<file path="src/rtl/link_fifo.sv">
// Elastic flit buffer for one switch port: first-word fall-through FIFO that
// decouples the upstream and downstream handshakes and reports fill and delivered-flit count.
module link_fifo #(
    parameter int DATA_SIZE = 32,
    parameter int ADDR_SIZE = 4,
    parameter int MEM_LOG2  = 2
) (
    input  logic                           clk,
    input  logic                           a_rst,
    input  logic [DATA_SIZE+ADDR_SIZE:0]   data_i,
    input  logic                           wr_ready_in,
    output logic                           r_ready_out,
    output logic [DATA_SIZE+ADDR_SIZE:0]   data_o,
    output logic                           wr_ready_out,
    input  logic                           r_ready_in,
    output logic [MEM_LOG2:0]              fill,
    output logic [31:0]                    flits_out
);

    localparam int FLIT_SIZE = DATA_SIZE + ADDR_SIZE + 1;
    localparam int DEPTH     = 1 << MEM_LOG2;
    // A zero-bit pointer is not legal, so a depth-1 buffer still carries one pointer bit.
    localparam int PTR_W     = (MEM_LOG2 > 0) ? MEM_LOG2 : 1;

    localparam logic [MEM_LOG2:0] FULL_LEVEL = (MEM_LOG2+1)'(DEPTH);
    localparam logic [MEM_LOG2:0] FILL_ONE   = (MEM_LOG2+1)'(1);
    localparam logic [PTR_W-1:0]  PTR_LAST   = PTR_W'(DEPTH - 1);
    localparam logic [PTR_W-1:0]  PTR_ONE    = PTR_W'(1);

    logic [FLIT_SIZE-1:0] mem_q [DEPTH];
    logic [FLIT_SIZE-1:0] mem_d [DEPTH];
    logic [PTR_W-1:0]     wr_ptr_q, wr_ptr_d;
    logic [PTR_W-1:0]     rd_ptr_q, rd_ptr_d;
    logic [MEM_LOG2:0]    fill_q, fill_d;
    logic [31:0]          flits_out_q, flits_out_d;
    logic                 push;
    logic                 pop;

    assign r_ready_out  = (fill_q != FULL_LEVEL) && !a_rst;
    assign wr_ready_out = (fill_q != '0);
    assign data_o       = mem_q[rd_ptr_q];
    assign fill         = fill_q;
    assign flits_out    = flits_out_q;

    always_comb begin
        push        = wr_ready_in && r_ready_out;
        pop         = wr_ready_out && r_ready_in;
        mem_d       = mem_q;
        wr_ptr_d    = wr_ptr_q;
        rd_ptr_d    = rd_ptr_q;
        fill_d      = fill_q;
        flits_out_d = flits_out_q;

        if (push) begin
            mem_d[wr_ptr_q] = data_i;
            wr_ptr_d        = (wr_ptr_q == PTR_LAST) ? '0 : wr_ptr_q + PTR_ONE;
        end

        if (pop) begin
            rd_ptr_d    = (rd_ptr_q == PTR_LAST) ? '0 : rd_ptr_q + PTR_ONE;
            flits_out_d = flits_out_q + 32'd1;
        end

        if (push && !pop) begin
            fill_d = fill_q + FILL_ONE;
        end else if (pop && !push) begin
            fill_d = fill_q - FILL_ONE;
        end
    end

    // Storage is cleared too, so data_o reads zero straight after reset.
    always_ff @(posedge clk or posedge a_rst) begin
        if (a_rst) begin
            for (int i = 0; i < DEPTH; i++) begin
                mem_q[i] <= '0;
            end
            wr_ptr_q    <= '0;
            rd_ptr_q    <= '0;
            fill_q      <= '0;
            flits_out_q <= '0;
        end else begin
            mem_q       <= mem_d;
            wr_ptr_q    <= wr_ptr_d;
            rd_ptr_q    <= rd_ptr_d;
            fill_q      <= fill_d;
            flits_out_q <= flits_out_d;
        end
    end

endmodule

</file>
<file path="config.mk">
export PLATFORM = sky130hd
export DESIGN_NAME = link_fifo
export DESIGN_NICKNAME = d
export VERILOG_FILES = /design/src/rtl/link_fifo.sv
export SDC_FILE = /design/constraint.sdc
export NUM_CORES = 1
export LEC_CHECK = 0
export ABC_AREA = 1
export BUFFER_PORTS_ARGS = -buffer_cell sky130_fd_sc_hd__buf_4
export CORE_MARGIN = 5
export CORE_UTILIZATION = 58
export DETAILED_ROUTE_END_ITERATION = 10
export HOLD_SLACK_MARGIN = 0.06
export PLACE_DENSITY = 0.8
export SYNTH_ARGS = -nofsm -noshare
export SYNTH_HDL_FRONTEND = slang
export SYNTH_SLANG_ARGS = --single-unit
</file>
<file path="constraint.sdc">
create_clock -name clk -period 7.1 [get_ports clk]
set_input_delay 0.355 -clock clk [delete_from_list [all_inputs] [get_ports clk]]
set_output_delay 0.355 -clock clk [all_outputs]
set_load 0.03 [all_outputs]
</file>
# Word-level counts from Yosys, hierarchy flattened
# Index checks and enable logic that the tools add are counted.
op_classes:
  addsub: 5
  n_lt_le_gt_ge: 3
  n_eq_ne: 3
  mux: 10
  n_bitwise: 2
  reduce_logical: 11
ops:
  columns: ["operator", "n"]
  rows:
  - ["148-bit bitwise mux", 1]
  - ["37-bit two-way mux", 3]
  - ["37-bit binary-select mux with 2-bit select", 1]
  - ["37-bit demux with 2-bit select", 1]
  - ["32-bit by 1-bit adder with 32-bit output (second input constant)", 1]
  - ["3-bit >= comparator (second input constant)", 2]
  - ["1-bit logical AND", 6]
  - ["3-bit two-way mux", 2]
  - ["2-bit inverter with 3-bit output", 2]
  - ["2-bit by 1-bit adder with 2-bit output (second input constant)", 2]
  - ["2-bit equality test (second input constant)", 2]
  - ["2-bit two-way mux", 2]
  - ["3-bit by 1-bit adder with 3-bit output (second input constant)", 1]
  - ["1-bit zero test", 3]
  - ["3-bit by 1-bit less-than comparator with 1-bit output (second input constant)", 1]
  - ["3-bit != test (second input constant)", 1]
  - ["3-bit nonzero test", 1]
  - ["3-bit by 1-bit subtractor with 3-bit output (second input constant)", 1]
  - ["2-bit nonzero test", 1]
word_totals:
  reg_bits: 187
  in_bits: 41
  output_inout_bits: 74
  wordCells: 42

# Depth between registers and ports, before layout
# Gate-level depths: netlist of the first run.
depth:
  ltp_word: 7
  depth_mapped: 10
  ltp_nobuf: 10

# Least setup slack after synthesis of the first run
# Ideal clock, no wire load.
synth_timing:
  kind: "flip-flop to flip-flop"
  startpoint: "register fill_q[0], in the netlist fill[0]"
  endpoint: "register fill_q[2], in the netlist fill[2]"
  setup_ps: 131
  t_arrival_ps: 2277
  required_ps: 6969
  setup_slack_ps: 4692
  path_stages_with_launch: 11
  path_buffers: 0
  synth_period_minus_slack_ps: 2408
  cell_sequence: "dfrtp_1 > nor2_1 > a21oi_2 > nand2_1 > inv_2 > ha_1 > inv_1 > fa_1 > a21oi_1 > o21ai_0 > xor2_1"
synth_between:
  elab_chain_cells: 6
  word_cells_on_any_way: 14
  classes_between: "2 x add/sub; 1 x eq/ne; 2 x mux; 9 x reduce/logical"
synth_rtl:
  columns: ["element", "line", "text"]
  rows:
  - ["from (decl)", "34", "logic [MEM_LOG2:0] fill_q, fill_d;"]
  - ["from (signal assigned)", "85", "fill_q <= fill_d;"]
  - ["3-bit != test (*)", "39", "assign r_ready_out = (fill_q != FULL_LEVEL) && !a_rst;"]
  - ["1-bit logical AND (*)", "39", null]
  - ["net r_ready_out", "12", "output logic r_ready_out,"]
  - ["1-bit logical AND (*)", "46", "push = wr_ready_in && r_ready_out;"]
  - ["net push", "36", "logic push;"]
  - ["1-bit zero test", "66", "end else if (pop && !push) begin"]
  - ["1-bit logical AND", "66", null]
  - ["2-bit nonzero test (no source line)", null, null]
# Mark *: on every way through the listed nets, which the timed path passes. The rest lies on a longest branch. The select of a mux whose other input is x is not followed.
# A chain may end at the register's enable or synchronous reset.

# Worst setup path after layout of the first run
layout_timing:
  startpoint: "register rd_ptr_q[0]"
  endpoint: "output port data_o[10]"
layout_between:
  elab_chain_cells: 4
layout_rtl:
  columns: ["element", "line", "text"]
  rows:
  - ["from (decl)", "33", "logic [PTR_W-1:0] rd_ptr_q, rd_ptr_d;"]
  - ["from (signal assigned)", "84", "rd_ptr_q <= rd_ptr_d;"]
  - ["2-bit inverter with 3-bit output (implied by the code)", "41", "assign data_o = mem_q[rd_ptr_q];"]
  - ["37-bit binary-select mux with 2-bit select", "41", null]
  - ["37-bit two-way mux (implied by the code) (2 in series)", "41", null]
  - ["to (decl)", "13", "output logic [DATA_SIZE+ADDR_SIZE:0] data_o,"]
# Every way passes these cells. The select of a mux whose other input is x is not followed.

==> out/metrics.csv, run 1 <==
stage,metric,value,unit
run_status,outcome,"finished, final reports clean",
sta,setup_tns,0,ns
yosys,syn_inst,1001,
critical_path,rrSetupSlack,4.87,ns
pwr,powerDensity,488,mW/mm^2
route,drt_pre_antenna_iters,6,
die,start_util,59.1,%
clock_network,cts-root-buf,clkbuf_16,
clock_network,clock_latency,0.44,ns
finish,area_growth,16.9,%
critical_path,worstSetupStartpointType,flop,
sta,hold_viol_final,0,
yosys,synth_nets,1050,
yosys,avgSynthCellArea,8.58,sq um
grt,grt_pass1_vias,6871,
finish,fillers,1148,
clock_network,cts-buffers-inserted,17,
route,drt.antenna.violating_nets,0,
place,place.gp.congestion,0.813,
sta,fmax,367,MHz
clock_network,hold_buffers,0,
clock_network,cts_resized,0,
critical_path,worst-path-buf-inv,2,
yosys,syn_area,0.00859,sq mm
sta,max_slew_margin,20.0,%
pwr,p_leak,4.91,nW
critical_path,worstPathArrival,2.37,ns
yosys,ys_types,27,
clock_network,clock-sinks,187,
clock_network,cts_tree,yes,
yosys,yosysSeqAreaShare,54.5,%
route,vias_per_cell,5.47,
grt,grt_usage,22.7,%
critical_path,required,6.74,ns
yosys,yosysWarnings,0,
pwr,peakVddDrop,0.292,mV
critical_path,critPathCaptureType,output port,
sta,rsz0062_at_grt,no,
pwr,power.internal,0.00295,W
sta,slew_viol_final,0,
critical_path,path_max_fanout,75,
finish,finish.utilization,69.0,%
route,num_vias,7007,
grt,grt_pass1_wl,33000,um
finish,finalNonFillerCells,1281,
sta,finalSetupViolCount,0,
sta,holdWs,0.111,ns
finish,final_common_cell,nand2_1,
critical_path,critPathMaxStageDelay,0.83,ns
yosys,ys_seq_elements,187,
place,dp_cells,1249,
sta,fin_crit_sh,38.4,%
finish,insertedDiodeCount,0,
pwr,p_sw_share,39.9,%
die,ioPinCount,115,
place,io_buffers,114,
pwr,power_frac_comb,41.9,%
die,fp.dieH,132,um
critical_path,cp_top_family,buffers and inverters,
clock_network,htree_num_levels,4,
critical_path,cpMaxStageDelayCell,inv_2,
pwr,switchingPower,0.00195,W
sta,worstMarginPinSlew,1.20,ns
finish,fin_nets,1133,
route,drt_iter0_markers,621,
finish,most-common-layout-cells,"239 x nand2_1, 186 x dfrtp_1, 132 x o21ai_1",
route,wire_per_inst,15.0,um
grt,antenna_found_initial,0,
clock_network,post_cts_buffers,0,
min_path,worstHoldPathType,in2async,
sta,finalCriticalPeriod,2.72,ns
sta,finalClockSkew,0.00825,ns
pwr,seq_power_share,35.5,%
place,dpl.hpwl,11600,um
clock_network,cts_buffer_depth,2,
die,row_count,44,
pwr,pwr-share-clk,22.6,%
run,maxCapViolCount,0,
clock_network,cts.clk_slew.worst_paths,0.07,ns
grt,grt_overflow,0,
die,die_w,132,um
die,die-area,0.0173,sq mm
route,routed_wl,19300,um
critical_path,crit_chain,inv_2 -> o21ai_0 -> o22ai_1 -> buf_4,
critical_path,worstSetupPathType,reg2out,
route,route.detailed.drc,0,
finish,drive_gt1_share,15.4,%
grt,grt_max_degree,104,
die,core-area,0.0145,sq mm
registers in the layout, summed over array words and instances, names as in the netlist:
name       cells
rd_ptr_q       2
flits_out     32
mem_q        148
fill           3
wr_ptr_q       2
Yosys cell counts:
cell type	n	area (sq um)
o22ai_1	37	231
nor3_1	1	5.00
buf_4	13	97.6
nand3_1	16	80.1
xor2_1	9	78.8
inv_1	73	274
a21oi_2	1	8.76
mux2_2	1	11.3
o21ai_0	95	475
nand2_2	6	37.5
o21ai_1	132	661
nor3_4	2	32.5
nor2_1	111	417
ha_1	7	87.6
buf_2	7	35.0
nor2_2	1	6.26
nand3b_1	2	15.0
nand4_1	8	50.1
dfrtp_1	187	4680
inv_2	1	3.75
nor2_4	1	11.3
a21oi_1	1	5.00
buf_6	17	191
clkbuf_1	21	78.8
xnor2_1	11	96.3
fa_1	1	20.0
nand2_1	239	897
path summary, 6_finish.rpt:
check / from / to / depth (start not counted)
worst max register to register: fill[0] / mem_q[86] / 8
max in group asynchronous: a_rst / mem_q[17] / 3
min in group clk: data_i[27] / mem_q[138] / 3
worst min-delay path: a_rst / flits_out[30] / 2
worst max-delay path: rd_ptr_q[0] / data_o[10] / 4
worst min register to register: mem_q[106] / mem_q[106] / 2
cells by family (layout without fill, tap and decap cells):
kind of cell	count (synthesis)	in the layout	synth area share, %
simple gates	387	387	18.1
compound gates	266	266	16.1
flops	187	187	54.5
buf+inv	132	228	7.93
xor+xnor	20	20	2.04
fa+ha+maj	8	8	1.25
mux	1	1	0.131
worst reg2reg max path: cells and delay by family, from the launching register on:
family,cells,cell delay [ns]
buffers and inverters,2,0.61
AO/OA/AOI/OAI,2,0.22
flip-flops,1,0.43
AND/OR/NAND/NOR,4,0.89
power by group through the flow:
stage | clock network (W) | logic (W) | registers, W
finish | 0.00111 | 0.00205 | 0.00174
CTS | 0.00112 | 0.00207 | 0.00174
global route | 0.00116 | 0.00227 | 0.00180
global placement | 0 | 0.00201 | 0.00173
floorplan | 0 | 0.00142 | 0.00175
detailed placement | 0 | 0.00205 | 0.00175
per-stage QoR:
stage / setup WS [ns] / power [W] / instance area [sq um]
after global placement: 4.83 / 0.00374 / 9340
after CTS: 4.38 / 0.00493 / 10000
final: 4.38 / 0.00490 / 10000
after global routing: 4.19 / 0.00523 / 10000
after floorplan: 1.66 / 0.00317 / 8590
after detailed placement: 4.85 / 0.00380 / 9340
cell type report:
class                   instances  area (sq um)  area share, %
clock buffers                  20           457           4.55
repair buffers                122           916           9.13
inverters                      74           283           2.82
multi-input cells             682          3230           32.2
well taps                     184           230           2.29
clock inverters                12           241           2.41
flip-flops and latches        187          4680           46.6
metal layers:
| metal | vias up | part of all wire [%] | GRT usage (%) |
|---|---|---|---|
| li1 | 3439 | - | - |
| met2 | 192 | 48 | 36.5 |
| met4 | 0 | 1.7 | 7.54 |
| met3 | 35 | 6.1 | 6.31 |
| met5 | - | 0 | 0 |
| met1 | 3341 | 44 | 30.1 |
Note: power is estimated with default switching activity, not from simulation.
==> run 2: changes to the inputs <==
Settings changed: ABC_AREA 1 to 0.
Clock period 7.1 ns to 2.7 ns, I/O delays scaled along.
==> out/metrics.csv, run 2 <==
stage,metric,value,unit
finish,finish.utilization,71.1,%
finish,fin_nets,721,
die,fp.dieH,134,um
yosys,yosysTopAreaCellShare,52.8,%
critical_path,rrSetupSlack,0.44,ns
finish,drive_gt1_share,51.8,%
finish,multi_input_area,0.00386,sq mm
die,start_util,58.7,%
clock_network,cts_resized,0,
place,place.gp.congestion,0.784,
die,ioPinCount,115,
finish,seqCellArea,0.00468,sq mm
pwr,powerDensity,1250,mW/mm^2
finish,insertedDiodeCount,0,
sta,rsz0062_at_grt,no,
min_path,worstHoldPathType,in2reg,
clock_network,htree_num_levels,4,
finish,most-common-layout-cells,"185 x dfrtp_1, 120 x mux2_4, 116 x buf_4",
clock_network,cts-root-buf,clkbuf_16,
finish,largest_register_ffs,148,
clock_network,cts.clk_slew.worst_paths,0.07,ns
clock_network,cts-buffers-inserted,17,
grt,grt_pass1_vias,5508,
yosys,ys_seq_elements,187,
critical_path,cpMaxStageDelayCell,dfrtp_1,
sta,worstMarginPinSlew,0.867,ns
die,die-area,0.0178,sq mm
sta,fmax,443,MHz
pwr,peakVddDrop,0.916,mV
die,die_w,134,um
route,route.detailed.drc,0,
yosys,synth_common_cells,"187 x dfrtp_1, 120 x mux2_4, 37 x mux4_2",
die,core-area,0.0151,sq mm
sta,fin_crit_sh,83.5,%
grt,grt_max_degree,54,
yosys,synth_edf_count,0,
sta,hold_viol_final,0,
run_status,outcome,"finished, final reports clean",
yosys,synthMostInstantiatedCell,dfrtp_1,
clock_network,cts_tree,yes,
critical_path,path_max_fanout,8,
yosys,ys_types,32,
yosys,syn_inst,516,
critical_path,critPathMaxStageDelay,0.47,ns
critical_path,critPathCaptureType,flop,
grt,antenna_found_initial,0,
yosys,yosysWarnings,0,
yosys,synth_nets,565,
critical_path,required,3.05,ns
yosys,yosysSeqAreaShare,52.8,%
sta,setup_tns,0,ns
sta,slew_viol_final,0,
run,maxCapViolCount,0,
clock_network,clock-sinks,187,
grt,grt_usage,20.8,%
route,drt.antenna.violating_nets,0,
yosys,syn_area,0.00886,sq mm
finish,area_growth,21.1,%
critical_path,worstPathArrival,2.61,ns
critical_path,worstSetupPathType,reg2reg,
finish,fillers,948,
sta,worst_slack,0.444,ns
pwr,power,0.0134,W
place,io_buffers,114,
route,num_vias,4860,
sta,max_slew_margin,42.1,%
yosys,async_flop_share,100,%
place,dpl.hpwl,11000,um
finish,final_common_cell,dfrtp_1,
clock_network,cts_buffer_depth,2,
route,drt_pre_antenna_iters,4,
sta,holdWs,0.131,ns
place,place_worst_setup_slack,0.451,ns
sta,finalClockSkew,0.0109,ns
pwr,p_leak,5.24,nW
yosys,yosys_most_used_dff,dfrtp_1,
yosys,synth_area_leaders,"dfrtp_1 53%, mux2_4 20%, mux4_2 9.4%",
clock_network,clock_latency,0.44,ns
route,routed_wl,17600,um
grt,grt_pass1_wl,29100,um
grt,grt_overflow,0,
sta,finalCriticalPeriod,2.26,ns
yosys,avgSynthCellArea,17.2,sq um
finish,top_register,mem_q,
sta,finalSetupViolCount,0,
die,row_count,45,
critical_path,worstSetupStartpointType,flop,
route,wire_per_inst,20.1,um
route,drt_iter0_markers,232,
route,vias_per_cell,5.57,
yosys,yosysTopAreaCell,dfrtp_1,
critical_path,crit_chain,o31a_2 -> inv_1 -> ha_1 -> inv_1 -> fa_1 -> xor2_1 -> nor2_1 -> xor2_1,
-- run 2: worst paths after layout --
check,end,from,cells past startpoint
max in group asynchronous,flits_out[14],a_rst,4
min in group asynchronous,fill[0],a_rst,3
max,fill[2],fill[0],8
min,flits_out[1],r_ready_in,4
min reg2reg,flits_out[31],flits_out[31],1
max reg2reg,fill[2],fill[0],8
-- run 2: power breakdown --
part | internal [W] | switching [W] | leakage, nW
logic | 0.00335 | 0.00274 | 2.66
registers | 0.00401 | 0.000834 | 2.31
clock network | 0.00139 | 0.00108 | 0.275
-- run 2: layout make-up --
cell class              count  area share, %
repair buffers            159           12.6
flip-flops and latches    187           43.6
well taps                 188           2.19
inverters                   5          0.210
clock buffers              18           4.09
clock inverters            13           1.31
multi-input cells         302           36.0
-- run 2: cells by family (layout without fill, tap and decap cells) --
| kind of cell | Yosys count | in the layout | synth area share [%] |
|---|---|---|---|
| multiplexers | 186 | 186 | 33.4 |
| XOR/XNOR | 34 | 34 | 3.36 |
| flip-flops | 187 | 187 | 52.8 |
| buffers and inverters | 27 | 195 | 3.60 |
| AND/OR/NAND/NOR | 70 | 70 | 5.27 |
| AO/OA/AOI/OAI | 4 | 4 | 0.311 |
| adder cells (fa/ha/maj) | 8 | 8 | 1.21 |
-- run 2: through the flow --
step,instance area (sq um),std cells
floorplan,8860,516
global placement,9770,803
detailed placement,9770,803
CTS,10700,872
global route,10700,872
finish,10700,872
-- run 2: worst max-delay path, delay by kind of cell (launching register included) --
family                     cells  cell delay, ns
adders and majority gates      2            0.59
DFF                            1            0.47
AOI/OAI and AO/OA              1            0.45
xor gates and xnor gates       2            0.34
buffers and inverters          2            0.21
and+or+nand+nor                1            0.11
-- run 2: layer usage --
metal  track usage [%]  part of all wire (%)  vias up
met5                 0                     0        -
met3              5.02                   3.9       23
met2              34.6                    51      100
met4              7.09                   1.5        0
li1                  -                     -     2183
met1              26.9                    44     2554
-- run 2: what timing repair did --
item,4_1_cts,5_1_grt
buffers inserted,0,0
endpoints found under the hold margin,181,0
hold buffers,38,0
